$ cat config.mk
export PLATFORM = sky130hd
export DESIGN_NAME = lce_window_monitor_flat
export DESIGN_NICKNAME = d
export VERILOG_FILES = /design/src/rtl/lce_window_monitor_if.sv /design/src/rtl/lce_window_monitor.sv /design/src/flat_wrapper.sv
export SDC_FILE = /design/constraint.sdc
export NUM_CORES = 1
export LEC_CHECK = 0
export BUFFER_PORTS_ARGS = -buffer_cell sky130_fd_sc_hd__buf_2
export CAP_MARGIN = 0
export CORE_MARGIN = 2
export CORE_UTILIZATION = 61
export DETAILED_ROUTE_END_ITERATION = 10
export GPL_ROUTABILITY_DRIVEN = 1
export HOLD_SLACK_MARGIN = 0.08
export PLACE_DENSITY = 0.91
export SYNTH_ARGS = -nofsm -noshare
export SYNTH_HDL_FRONTEND = slang
export SYNTH_SLANG_ARGS = --single-unit
export TNS_END_PERCENT = 100
$ cat constraint.sdc
create_clock -name clk_i -period 6.8 [get_ports clk_i]
set_input_delay 1.7 -clock clk_i [delete_from_list [all_inputs] [get_ports clk_i]]
set_output_delay 1.7 -clock clk_i [all_outputs]
set_load 0.01 [all_outputs]
$ cat src/rtl/lce_window_monitor_if.sv
// Instruction-acceptance, control and status signals between the IF/ID stage
// and the linear-code-extraction window monitor.
interface lce_window_monitor_if #(
  parameter int WWDL  = 64,
  parameter int CNT_W = $clog2(WWDL + 1)
);
  logic             enable_i;
  logic             clear_i;
  logic             debug_mode_i;
  logic             instr_valid_i;
  logic             instr_ready_i;
  logic [31:0]      pc_i;
  logic             is_compressed_i;
  logic             alarm_o;
  logic [31:0]      alarm_pc_o;
  logic [CNT_W-1:0] run_len_o;
  logic [CNT_W-1:0] max_run_o;

  // Pipeline / bench side: drives the observed instruction stream.
  modport master (
    output enable_i, clear_i, debug_mode_i, instr_valid_i, instr_ready_i,
           pc_i, is_compressed_i,
    input  alarm_o, alarm_pc_o, run_len_o, max_run_o
  );

  // Monitor side.
  modport slave (
    input  enable_i, clear_i, debug_mode_i, instr_valid_i, instr_ready_i,
           pc_i, is_compressed_i,
    output alarm_o, alarm_pc_o, run_len_o, max_run_o
  );
endinterface

$ cat src/rtl/lce_window_monitor.sv
// Linear code extraction monitor: raises a sticky alarm once WWDL consecutive
// accepted instructions have strictly sequential PCs. Purely observational.
module lce_window_monitor #(
  parameter int WWDL  = 64,
  parameter int CNT_W = $clog2(WWDL + 1)
) (
  input logic                clk_i,
  input logic                rst_ni,
  lce_window_monitor_if.slave bus
);

  if (WWDL < 2) begin : g_bad_wwdl
    $error("lce_window_monitor: WWDL must be >= 2");
  end

  typedef enum logic [1:0] {IDLE, TRACK, ALARM} state_t;

  state_t           state, state_nxt;
  logic [CNT_W-1:0] run_len, run_len_nxt;
  logic [CNT_W-1:0] max_run, max_run_nxt;
  logic             alarm, alarm_nxt;
  logic [31:0]      alarm_pc, alarm_pc_nxt;
  logic [31:0]      prev_pc, prev_pc_nxt;
  logic [2:0]       prev_len, prev_len_nxt;

  logic             fire;
  logic             gated;
  logic             sequential;
  logic [2:0]       len;
  logic [CNT_W-1:0] run_new;

  assign gated      = ~bus.enable_i | bus.debug_mode_i;
  assign fire       = bus.instr_valid_i & bus.instr_ready_i & ~gated;
  assign len        = bus.is_compressed_i ? 3'd2 : 3'd4;
  // Modulo-2^32 add: 0xFFFFFFFC followed by 0x00000000 counts as sequential.
  assign sequential = (bus.pc_i == prev_pc + {29'd0, prev_len});

  // Next-state and next-output computation for the IDLE/TRACK/ALARM machine.
  always_comb begin
    // NOTE: every variable gets a default before any branch so no path leaves
    // it unassigned, which would otherwise infer a latch.
    state_nxt    = state;
    run_len_nxt  = run_len;
    max_run_nxt  = max_run;
    alarm_nxt    = alarm;
    alarm_pc_nxt = alarm_pc;
    prev_pc_nxt  = prev_pc;
    prev_len_nxt = prev_len;
    run_new      = CNT_W'(1);

    if (bus.clear_i) begin
      // Clear wins over a simultaneous fire; that fire is dropped.
      state_nxt    = IDLE;
      run_len_nxt  = '0;
      max_run_nxt  = '0;
      alarm_nxt    = 1'b0;
      alarm_pc_nxt = '0;
    end else begin
      unique case (state)
        IDLE: begin
          if (fire) begin
            state_nxt    = TRACK;
            run_len_nxt  = CNT_W'(1);
            prev_pc_nxt  = bus.pc_i;
            prev_len_nxt = len;
            if (max_run < CNT_W'(1)) max_run_nxt = CNT_W'(1);
          end
        end
        TRACK: begin
          if (gated) begin
            // Disabled or debug cycle breaks the run; the record is kept.
            state_nxt   = IDLE;
            run_len_nxt = '0;
          end else if (fire) begin
            // run_len < WWDL here, so the increment cannot overflow.
            run_new      = sequential ? run_len + CNT_W'(1) : CNT_W'(1);
            run_len_nxt  = run_new;
            prev_pc_nxt  = bus.pc_i;
            prev_len_nxt = len;
            if (run_new > max_run) max_run_nxt = run_new;
            if (run_new == CNT_W'(WWDL)) begin
              state_nxt    = ALARM;
              alarm_nxt    = 1'b1;
              alarm_pc_nxt = bus.pc_i;
            end
          end
        end
        ALARM: begin
          // Sticky: everything held until clear or reset.
        end
        default: state_nxt = IDLE;
      endcase
    end
  end

  // State and output registers with asynchronous active-low reset.
  always_ff @(posedge clk_i or negedge rst_ni) begin
    if (!rst_ni) begin
      state    <= IDLE;
      run_len  <= '0;
      max_run  <= '0;
      alarm    <= 1'b0;
      alarm_pc <= '0;
      prev_pc  <= '0;
      prev_len <= '0;
    end else begin
      // NOTE: non-blocking assignments so every register samples the values
      // from before this edge, independent of statement order.
      state    <= state_nxt;
      run_len  <= run_len_nxt;
      max_run  <= max_run_nxt;
      alarm    <= alarm_nxt;
      alarm_pc <= alarm_pc_nxt;
      prev_pc  <= prev_pc_nxt;
      prev_len <= prev_len_nxt;
    end
  end

  assign bus.alarm_o    = alarm;
  assign bus.alarm_pc_o = alarm_pc;
  assign bus.run_len_o  = run_len;
  assign bus.max_run_o  = max_run;

endmodule

$ cat src/flat_wrapper.sv
// flat-port wrapper written by rule: the top's interface ports become plain ports
module lce_window_monitor_flat 
#(
  parameter int WWDL  = 64,
  parameter int CNT_W = $clog2(WWDL + 1)
)
  (clk_i, rst_ni, bus_enable_i, bus_clear_i, bus_debug_mode_i, bus_instr_valid_i, bus_instr_ready_i, bus_pc_i, bus_is_compressed_i, bus_alarm_o, bus_alarm_pc_o, bus_run_len_o, bus_max_run_o);
  lce_window_monitor_if #(.WWDL(WWDL), .CNT_W(CNT_W)) bus_i ();
  input logic clk_i;
  input logic rst_ni;
  input wire logic [$bits(bus_i.enable_i)-1:0] bus_enable_i;
  input wire logic [$bits(bus_i.clear_i)-1:0] bus_clear_i;
  input wire logic [$bits(bus_i.debug_mode_i)-1:0] bus_debug_mode_i;
  input wire logic [$bits(bus_i.instr_valid_i)-1:0] bus_instr_valid_i;
  input wire logic [$bits(bus_i.instr_ready_i)-1:0] bus_instr_ready_i;
  input wire logic [$bits(bus_i.pc_i)-1:0] bus_pc_i;
  input wire logic [$bits(bus_i.is_compressed_i)-1:0] bus_is_compressed_i;
  output wire logic [$bits(bus_i.alarm_o)-1:0] bus_alarm_o;
  output wire logic [$bits(bus_i.alarm_pc_o)-1:0] bus_alarm_pc_o;
  output wire logic [$bits(bus_i.run_len_o)-1:0] bus_run_len_o;
  output wire logic [$bits(bus_i.max_run_o)-1:0] bus_max_run_o;
  assign bus_i.enable_i = bus_enable_i;
  assign bus_i.clear_i = bus_clear_i;
  assign bus_i.debug_mode_i = bus_debug_mode_i;
  assign bus_i.instr_valid_i = bus_instr_valid_i;
  assign bus_i.instr_ready_i = bus_instr_ready_i;
  assign bus_i.pc_i = bus_pc_i;
  assign bus_i.is_compressed_i = bus_is_compressed_i;
  assign bus_alarm_o = bus_i.alarm_o;
  assign bus_alarm_pc_o = bus_i.alarm_pc_o;
  assign bus_run_len_o = bus_i.run_len_o;
  assign bus_max_run_o = bus_i.max_run_o;
  lce_window_monitor #(.WWDL(WWDL), .CNT_W(CNT_W)) u_core (.clk_i(clk_i), .rst_ni(rst_ni), .bus(bus_i));
endmodule
==> results of run 1 <==
cell type report:
| cell class | instances | area [um2] | share of cell area [%] |
|---|---|---|---|
| flip-flops and latches | 83 | 2080 | 36.3 |
| well taps | 105 | 131 | 2.30 |
| clock buffers | 9 | 124 | 2.17 |
| multi-input cells | 412 | 2790 | 48.7 |
| inverters | 14 | 52.6 | 0.919 |
| repair buffers | 91 | 470 | 8.23 |
| clock inverters | 7 | 76.3 | 1.34 |
synth_stat cells, types with 2 or more instances:
library cell	number
buf_2	2
nand4b_1	3
nor4_1	10
buf_4	5
nand3b_1	2
and2_1	2
nor2_1	26
a311oi_1	2
nor3b_1	4
nor4_2	2
nand4_1	22
and4_1	8
o21a_1	2
mux2i_1	2
nand3_1	49
inv_1	14
nor3_1	7
nand2b_1	7
o211ai_1	3
ha_1	10
a211o_1	2
or4_1	2
nor2b_1	9
o31ai_1	3
or2_2	4
a21oi_1	45
or3_1	2
and3_1	11
xor2_1	19
a21o_1	3
mux2_2	32
o22ai_1	2
o21ai_0	45
nand2_1	22
dfrtp_1	83
xnor2_1	24
a31oi_1	5
clkbuf_1	28
a211oi_1	2
flip-flops by register name (all words and copies together), names as in the netlist:
name / flops
u_core.bus.alarm_o: 1
u_core.bus.alarm_pc_o: 32
u_core.bus.max_run_o: 7
u_core.bus.run_len_o: 7
u_core.prev_len: 2
u_core.prev_pc: 32
u_core.state: 2
metrics by stage:
stage               utilization, %  total power, W  area, um2  hold WS (ns)
floorplan                        -        0.000808       5070         0.485
global placement              67.8        0.000867       5520         0.476
detailed placement            67.8        0.000886       5520         0.492
CTS                           70.3         0.00125       5720         0.515
global route                  70.3         0.00131       5720         0.534
finish                        70.3         0.00125       5720         0.509
routing by layer:
layer / routed length [um] / part of all wire (%) / track usage, %
met2: 6360 / 49 / 50.1
met3: 749 / 5.8 / 4.27
met1: 5530 / 43 / 40.0
met4: 223 / 1.7 / 9.42
met5: 0 / 0 / 0
how the worst max path moves through the flow:
stage                     cells past startpoint    startpoint  slack, ns                                  end
after floorplan                              19  bus_pc_i[19]       1.81  u_core.bus.max_run_o[4]$_DFFE_PN0P_
after global placement                       19  bus_pc_i[19]       1.12  u_core.bus.max_run_o[0]$_DFFE_PN0P_
after detailed placement                     19  bus_pc_i[19]       0.94  u_core.bus.max_run_o[0]$_DFFE_PN0P_
after CTS                                    19  bus_pc_i[19]       1.27  u_core.bus.max_run_o[0]$_DFFE_PN0P_
after global routing                         19  bus_pc_i[19]       0.72  u_core.bus.max_run_o[0]$_DFFE_PN0P_
final                                        19  bus_pc_i[19]       1.21  u_core.bus.max_run_o[0]$_DFFE_PN0P_
report_power, final:
group,switching (W),internal (W)
clock,0.000195,0.000172
sequential,0.0000740,0.000540
combinational,0.000137,0.000131
critical path: stages:
cell       delay, ns
buf_2           0.13
xnor2_1         0.20
or3b_2          0.48
a2111oi_0       0.42
nor2_1          0.10
a31oi_1         0.23
and4_1          0.25
buf_4           0.24
nand2_2         0.15
nor2_1          0.14
ha_1            0.25
nor2b_1         0.13
o21a_1          0.15
o21ai_0         0.14
a21oi_1         0.08
o221ai_1        0.26
a21oi_1         0.29
and4_1          0.29
a211oi_1        0.22
cells by family after synthesis:
group,Yosys count,synth area share [%]
XOR/XNOR,44,7.88
AO/OA/AOI/OAI,126,14.5
AND/OR/NAND/NOR,197,22.2
buffers and inverters,49,4.05
flip-flops,83,41.0
multiplexers,34,7.51
adder cells (fa/ha/maj),11,2.86
==> impl_results.md, run 1 <==
- Synth Area per Inst: 9.32 um2
- Die Wd: 95.1 um
- HP Start: u_core.bus.alarm_o$_DFFE_PN0P_
- Drt pass-1 iters: 5
- Worst min path class: reg2reg
- Total track usage: 29.9%
- Slew @ Worst Pin: 1.17 ns
- Global-route wire length before repair: 21,300 um
- Core ar.: 0.00813 mm2
- Critical path data arrival time: 5.85 ns
- Kind of critical path: in2reg
- CTS Root Cell: clkbuf_8
- Nets: 662
- Largest net degree at the start of global routing: 84
- # DRC: 0
- CTS resizes: 0
- Most common cell after layout, fill and taps aside: buf_2
- Vias in the first global route: 4,438
- Routed via count: 4,597
- Syn Nets: 595
- CTS Buffer Depth: 2
- Post-synth ARST share: 100%
- CTS Buf Count: 9
- Post-Route Setup TNS: 0 ns
- DP Cell Count: 705
- Drt first-iter violations: 220
- CTS tree: done
- Number of synthesized register bits: 83
- Worst Setup End Kind: register
- Most frequent cells in the layout: buf_2 (85), dfrtp_1 (83), nand3_1 (49)
- Slew headroom: 21.5%
- Number of synthesis warnings: 0
- WP data required: 7.06 ns
- Skew-Pair Late Insertion Delay: 0.36 ns
- Total Routed Length: 12,900 um
- Port Buf Inserts: 86
- Half-perimeter wire length after placement: 9000 um
- Peak Freq: 179 MHz
- Sequential-to-total area share from yosys stat: 41.0%
- Setup Fix Bufs, Post-CTS: 0
- Routed len/inst: 17.8 um
- Worst slack, placed: 0.941 ns
- Final setup vio count: 0
- FF-to-FF setup slack: 1.62 ns
- Vias per cell: 6.38
- Final Max Tran Viols: 0
- Final cell count without fillers: 721
- Leakage power: 2.46 nW
- Worst setup SP type: input pin
- Routability cong.: 0.956
- Fin. Hold Viols: 0
- Clock Sinks: 83
- Initial antenna violation count: 0
- R2r endpoint: u_core.bus.max_run_o[0]$_DFFE_PN0P_
- Cell Area, Synth: 0.00507 mm2
- Clk pin slew, worst setup/hold paths: 0.09 ns
- Hold Buf Count CTS: 0
- Fill cells: 637
- Result of the run: finished, final reports clean
- Die ar.: 0.00905 mm2
- Synth unique cells: 58
- Period minus WS final: 5.59 ns
- Synth top area cells: dfrtp_1 (41%), mux2_2 (7.1%), nand3_1 (4.8%)
- Post-Synthesis Cells: 544
- VDD IR max: 0.136 mV
- Worst Hold Path Cells: 2
- Largest fanout on the critical path: 18
- Final worst slack: 1.21 ns
- Worst Hold Path EP: u_core.bus.alarm_o$_DFFE_PN0P_
- Max cap viols: 0
- R2R Path Start: u_core.prev_pc[1]$_DFFE_PN0P_
- Layout area overhead: 12.8%
- # rows: 33
- Top cell type's share of synthesized area: 41.0%
- Final period util: 82.3%
- Share of cells above drive strength 1: 24.5%
- Final Skew: 0.0115 ns
- GR Overflow Total: 0
- FF-to-FF path depth: 20
- Ys flop type: dfrtp_1
- Htree depth: 3
- RSZ-0062 raised after global routing: no
- Antenna diode count: 0
- Cell taking the most area after synthesis: dfrtp_1
- Routed Antenna Nets: 0
- I/O pins: 87
- Die height: 95.1 um
- Initial Util: 62.3%
- Pwr dens: 219 mW/mm2
- Post-synth EDFFs: 0
Power figures use the tool's default switching activity.
==> run 2, diff against run 1 <==
Settings changed: ABC_AREA from default to 1, CORE_UTILIZATION 61 to 58, PLACE_DENSITY 0.91 to 0.86.
Clock period 6.8 ns to 5.72 ns, I/O delays scaled along.
==> impl_results.md, run 2 <==
- Post-synth EDFFs: 0
- Slew headroom: 29.8%
- Routability cong.: 0.982
- Most common cell after layout, fill and taps aside: nand2_1
- Most frequent cells in the layout: nand2_1 (279), buf_2 (85), inv_1 (84)
- Share of cells above drive strength 1: 17.2%
- Global-route wire length before repair: 23,000 um
- Clock Sinks: 83
- Initial Util: 59.2%
- Cell Area, Synth: 0.00545 mm2
- CTS Root Cell: clkbuf_8
- Delay of the slowest critical-path stage: 0.29 ns
- Peak Freq: 245 MHz
- Final worst slack: 1.64 ns
- Internal: 0.000938 W
- Sequential-to-total area share from yosys stat: 38.1%
- Result of the run: finished, final reports clean
- Drt first-iter violations: 289
- Most frequent cell after synthesis: nand2_1
- Period minus WS final: 4.08 ns
- Skew-Pair Late Insertion Delay: 0.37 ns
- Largest net degree at the start of global routing: 84
- Worst Setup End Kind: register
- Worst min path class: reg2reg
- RSZ-0062 raised after global routing: no
- Number of synthesized register bits: 83
- Number of synthesis warnings: 0
- Critical path data arrival time: 4.32 ns
- # rows: 35
- Max cap viols: 0
- Kind of critical path: in2reg
- Core ar.: 0.00920 mm2
- Layout area overhead: 12.1%
- Final Skew: 0.0166 ns
- GR Overflow Total: 0
- CTS tree: done
- Worst slack, placed: 1.28 ns
- Setup Fix Bufs, Post-CTS: 0
- Half-perimeter wire length after placement: 10,200 um
- Ys flop type: dfrtp_1
- CTS Buffer Depth: 2
- Htree depth: 3
- Most frequent cells after synthesis: nand2_1 (279), inv_1 (85), dfrtp_1 (83), nor2_1 (72), nand3_1 (50)
- Combinational Power Share: 24.3%
- Synth top area cells: dfrtp_1 (38%), nand2_1 (19%), inv_1 (5.9%)
- Psw: 0.000547 W
- Vias in the first global route: 4,958
- Worst-path cell chain: buf_2 > inv_1 > nor2_1 > o21ai_0 > nand2_1 > nor2_1 > nand2_1 > nor2_1 > nand2_1 > nor2_1 > nand2_1 > nor2_2 > nand2_1 > nor3_1 > ha_1 > a21oi_1 > o21ai_0 > a21oi_1 > o211ai_1 > o311ai_0 > nand2_1 > nand2_1 > o21ai_0
- Cell taking the most area after synthesis: dfrtp_1
- Clk pin slew, worst setup/hold paths: 0.09 ns
- Post-synth ARST share: 100%
- CTS resizes: 0
- Largest fanout on the critical path: 14
- Total Routed Length: 13,400 um
- Final Max Tran Viols: 0
- VDD IR max: 0.142 mV
- Hold Buf Count CTS: 0
- Sw frac: 36.8%
- Sequential power share: 47.9%
- Die ar.: 0.0102 mm2
- # DRC: 0
- Design Power: 0.00149 W
- Initial antenna violation count: 0
- WP data required: 5.96 ns
- Drt pass-1 iters: 6
- FF-to-FF setup slack: 1.71 ns
- Post-Route Setup TNS: 0 ns
- Vias per cell: 5.46
- Final setup vio count: 0
- CTS Buf Count: 9
- Synth Area per Inst: 7.01 um2
- Slew @ Worst Pin: 1.05 ns
- Most Frequent Cell on Critical Path: nand2_1
- Routed len/inst: 13.8 um
- Top cell type's share of synthesized area: 38.1%
- Synth unique cells: 37
- Port Buf Inserts: 86
- Worst setup SP type: input pin
- Nets: 904
- Total track usage: 28.3%
- Leakage power: 3.29 nW
- Die Wd: 101 um
- Pwr dens: 243 mW/mm2
- CP max-delay cell: nand2_1
- Antenna diode count: 0
- Routed via count: 5,291
- Die height: 101 um
- Clock Power Share: 27.8%
- I/O pins: 87
- Routed Antenna Nets: 0
- Final period util: 71.3%
- Fin. Hold Viols: 0
- Syn Nets: 828
- Post-Synthesis Cells: 777
## run 2: changes by cell type after synthesis, sizes merged, moves of 15 or more
cell | previous run | this run
a21oi | 45 | 7
mux2 | 32 | 0
inv | 14 | 86
o21ai | 45 | 30
nand3 | 49 | 68
nand4 | 23 | 46
nor2 | 26 | 85
nand2 | 23 | 286
## run 2: cell type report
type / count / area [um2]
Clock buffer: 10 / 128
Clock inverter: 6 / 57.6
Fill cell: 808 / 3090
Inverter: 89 / 334
Multi-Input combinational cell: 581 / 2920
Sequential cell: 83 / 2080
Tap cell: 111 / 139
Timing Repair Buffer: 89 / 455
## run 2: worst paths after layout
path	startpoint	endpoint	depth (start not counted)
worst max-delay path	bus_pc_i[4]	u_core.bus.max_run_o[3]$_DFFE_PN0P_	23
worst min-delay path	u_core.prev_pc[1]$_DFFE_PN0P_	u_core.prev_pc[1]$_DFFE_PN0P_	2
max in group asynchronous	rst_ni	u_core.prev_pc[27]$_DFFE_PN0P_	1
min in group asynchronous	rst_ni	u_core.bus.run_len_o[4]$_DFFE_PN0P_	1
worst min register to register	u_core.prev_pc[1]$_DFFE_PN0P_	u_core.prev_pc[1]$_DFFE_PN0P_	2
worst max register to register	u_core.prev_len[1]$_DFFE_PN0P_	u_core.bus.max_run_o[3]$_DFFE_PN0P_	24
## run 2: layer usage
layer / GRT usage, % / routed length [um] / vias up
li1: - / - / 2639
met1: 40.3 / 6340 / 2462
met2: 43.8 / 6110 / 164
met3: 4.51 / 662 / 26
met4: 10.7 / 301 / 0
met5: 0 / 0 / -
## run 2: power groups by stage
stage / clock network (W) / logic, W / registers (W)
after CTS: 0.000420 / 0.000358 / 0.000710
after global placement: 0 / 0.000346 / 0.000719
after floorplan: 0 / 0.000262 / 0.000703
after global routing: 0.000446 / 0.000412 / 0.000723
after detailed placement: 0 / 0.000356 / 0.000721
final: 0.000413 / 0.000361 / 0.000711
## run 2: through the flow
step	hold WS, ns	area [um2]	utilization, %	instances
finish	0.493	6110	66.4	969
global route	0.528	6110	66.4	969
CTS	0.495	6110	66.4	969
detailed placement	0.471	5920	64.4	953
global placement	0.469	5920	64.4	953
floorplan	0.446	5450	-	777
## run 2: kinds of logic after synthesis
family | after synthesis | share of synthesized area (%)
compound gates | 48 | 4.94
simple gates | 493 | 41.2
flops | 83 | 38.1
fa+ha+maj | 11 | 2.66
xor+xnor | 29 | 4.66
buf+inv | 113 | 8.41
## run 2: worst max-delay path: cells and delay by family
family | cells | cell delay [ns]
AND/OR/NAND/NOR | 13 | 1.55
AO/OA/AOI/OAI | 7 | 0.86
adder cells (fa/ha/maj) | 1 | 0.28
buffers and inverters | 2 | 0.18
==> run 3, diff against run 2 <==
Clock period 5.72 ns to 3.9 ns, I/O delays scaled along.
==> impl_results.md, run 3 (synthesis results as in run 2) <==
- Result of the run: finished, final reports clean
- Clock Sinks: 83
- Delay of the slowest critical-path stage: 0.40 ns
- Critical path data arrival time: 4.01 ns
- Worst-path cell chain: ha_4 > fa_2 > nand2_2 > nor2_4 > nand3_1 > nor2_2 > nand3_1 > nand2_1 > nand2_1 > nor2_1 > nand3_1 > nor2_2 > nand2_1 > nor3_2 > ha_1 > a21oi_1 > o21ai_1 > a21oi_1 > o211ai_1 > o311ai_1 > nand2_1 > nand2_2 > nand2_1 > o31ai_2
- Drt pass-1 iters: 6
- Clk pin slew, worst setup/hold paths: 0.09 ns
- Worst Hold Path Cells: 2
- Initial antenna violation count: 0
- Antenna diode count: 0
- Fin. Hold Viols: 0
- Skew-Pair Late Insertion Delay: 0.36 ns
- Largest fanout on the critical path: 7
- Final Max Tran Viols: 0
- Worst min path class: reg2reg
- Vias in the first global route: 4,843
- DP Cell Count: 958
- Largest net degree at the start of global routing: 84
- Final setup vio count: 0
- CTS Root Cell: clkbuf_8
- Die height: 101 um
- Clock Power Share: 27.4%
- R2r endpoint: u_core.bus.max_run_o[0]$_DFFE_PN0P_
- CTS tree: done
- Routed via count: 5,366
- FF-to-FF path depth: 24
- Final cell count without fillers: 976
- # rows: 35
- DP Area: 0.00596 mm2
- Crit path max-delay family: simple AND/OR/NAND/NOR gates
- R2R Path Start: u_core.prev_len[1]$_DFFE_PN0P_
- Fill cells: 790
- Total track usage: 28.4%
- Worst Hold Path EP: u_core.bus.alarm_pc_o[14]$_DFFE_PN0P_
- Htree depth: 3
- Half-perimeter wire length after placement: 10,300 um
- Drt first-iter violations: 362
- GR Overflow Total: 0
- Combinational Power Share: 25.1%
- Final period util: 95.6%
- Multi-input gate area: 0.00298 mm2
- Routability cong.: 0.988
- Hold Buf Count CTS: 0
- Total Routed Length: 14,000 um
- CP bufs+invs: 0
- Nets: 911
- Global-route wire length before repair: 23,100 um
- Sequential power share: 47.5%
- Kind of critical path: reg2reg
- CP max-delay cell: dfrtp_1
- Period minus WS final: 3.73 ns
- Initial Util: 59.2%
- Sw frac: 36.9%
- Die Wd: 101 um
- Slew headroom: 29.1%
- Max cap viols: 0
- Final Skew: 0.0140 ns
- Layout area overhead: 14.2%
- Post-Route Setup TNS: 0 ns
- VDD IR max: 0.235 mV
- Worst setup SP type: register
- CTS Buf Count: 9
- Routed Antenna Nets: 0
- Peak Freq: 268 MHz
- Core ar.: 0.00920 mm2
- Most common cell after layout, fill and taps aside: nand2_1
- Routed len/inst: 14.3 um
- HP Start: u_core.bus.alarm_pc_o[14]$_DFFE_PN0P_
- Psw: 0.000813 W
- Port Buf Inserts: 86
- Share of cells above drive strength 1: 19.3%
- Finished layout cell area: 0.00622 mm2
- RSZ-0062 raised after global routing: yes
- Vias per cell: 5.50
- Pwr dens: 354 mW/mm2
- I/O pins: 87
- CTS Buffer Depth: 2
- Reg area: 0.00208 mm2
- Most frequent cells in the layout: nand2_1 (276), buf_2 (85), inv_1 (84)
- FF-to-FF setup slack: 0.17 ns
- Slew @ Worst Pin: 1.06 ns
- WP data required: 4.18 ns
- Final core occ: 67.6%
- # DRC: 0
- Die ar.: 0.0102 mm2
- Most Frequent Cell on Critical Path: nand2_1
- Internal: 0.00139 W
- Leakage power: 3.32 nW
- Worst Setup End Kind: register
run 3: layout make-up:
class / count / share of cell area [%]
multi-input combinational: 582 / 48.0
sequential: 83 / 33.4
timing repair buffer: 95 / 8.05
inverter: 89 / 5.37
tap: 111 / 2.23
clock buffer: 10 / 2.05
clock inverter: 6 / 0.925
run 3: worst min-delay path: stages (launching register included):
cell,delay [ns]
dfrtp_1,0.36
nand3_2,0.07
nand2_1,0.05
run 3: how the worst max path moves through the flow:
stage / from / slack [ns] / cells after the start / to
2_1_floorplan: u_core.prev_len[1]$_DFFE_PN0P_ / 0.25 / 27 / u_core.bus.max_run_o[2]$_DFFE_PN0P_
3_3_place_gp: bus_pc_i[13] / 0.1 / 23 / u_core.bus.max_run_o[4]$_DFFE_PN0P_
3_5_place_dp: bus_pc_i[13] / -0.004 / 23 / u_core.bus.max_run_o[2]$_DFFE_PN0P_
4_1_cts: u_core.prev_pc[1]$_DFFE_PN0P_ / 0.009 / 24 / u_core.bus.max_run_o[4]$_DFFE_PN0P_
5_1_grt: u_core.prev_pc[1]$_DFFE_PN0P_ / -0.08 / 24 / u_core.bus.max_run_o[0]$_DFFE_PN0P_
6_report: u_core.prev_len[1]$_DFFE_PN0P_ / 0.17 / 24 / u_core.bus.max_run_o[0]$_DFFE_PN0P_
run 3: metrics by stage:
step	total power (W)	setup WS [ns]	hold slack, ns
final	0.00220	0.170	0.506
after global routing	0.00234	-0.0835	0.522
after CTS	0.00218	0.00867	0.507
after detailed placement	0.00158	-0.00373	0.482
after global placement	0.00156	0.0979	0.465
after floorplan	0.00141	0.253	0.446
run 3: timing repair:
action	CTS	global route
resized for setup	0	21
setup buffers	0	1
hold endpoints to repair	0	0
setup endpoints to repair	0	7
run 3: routing by layer:
metal	wire length [um]	track usage (%)
met1	6210	41.1
met5	0	0
met2	6480	44.4
met3	1080	5.69
met4	223	6.44
run 3: power groups by stage:
stage	sequential, W	combinational [W]	clock [W]
after CTS	0.00104	0.000530	0.000605
final	0.00105	0.000553	0.000603
after detailed placement	0.00106	0.000525	0
after floorplan	0.00103	0.000384	0
after global placement	0.00105	0.000510	0
after global routing	0.00106	0.000631	0.000650
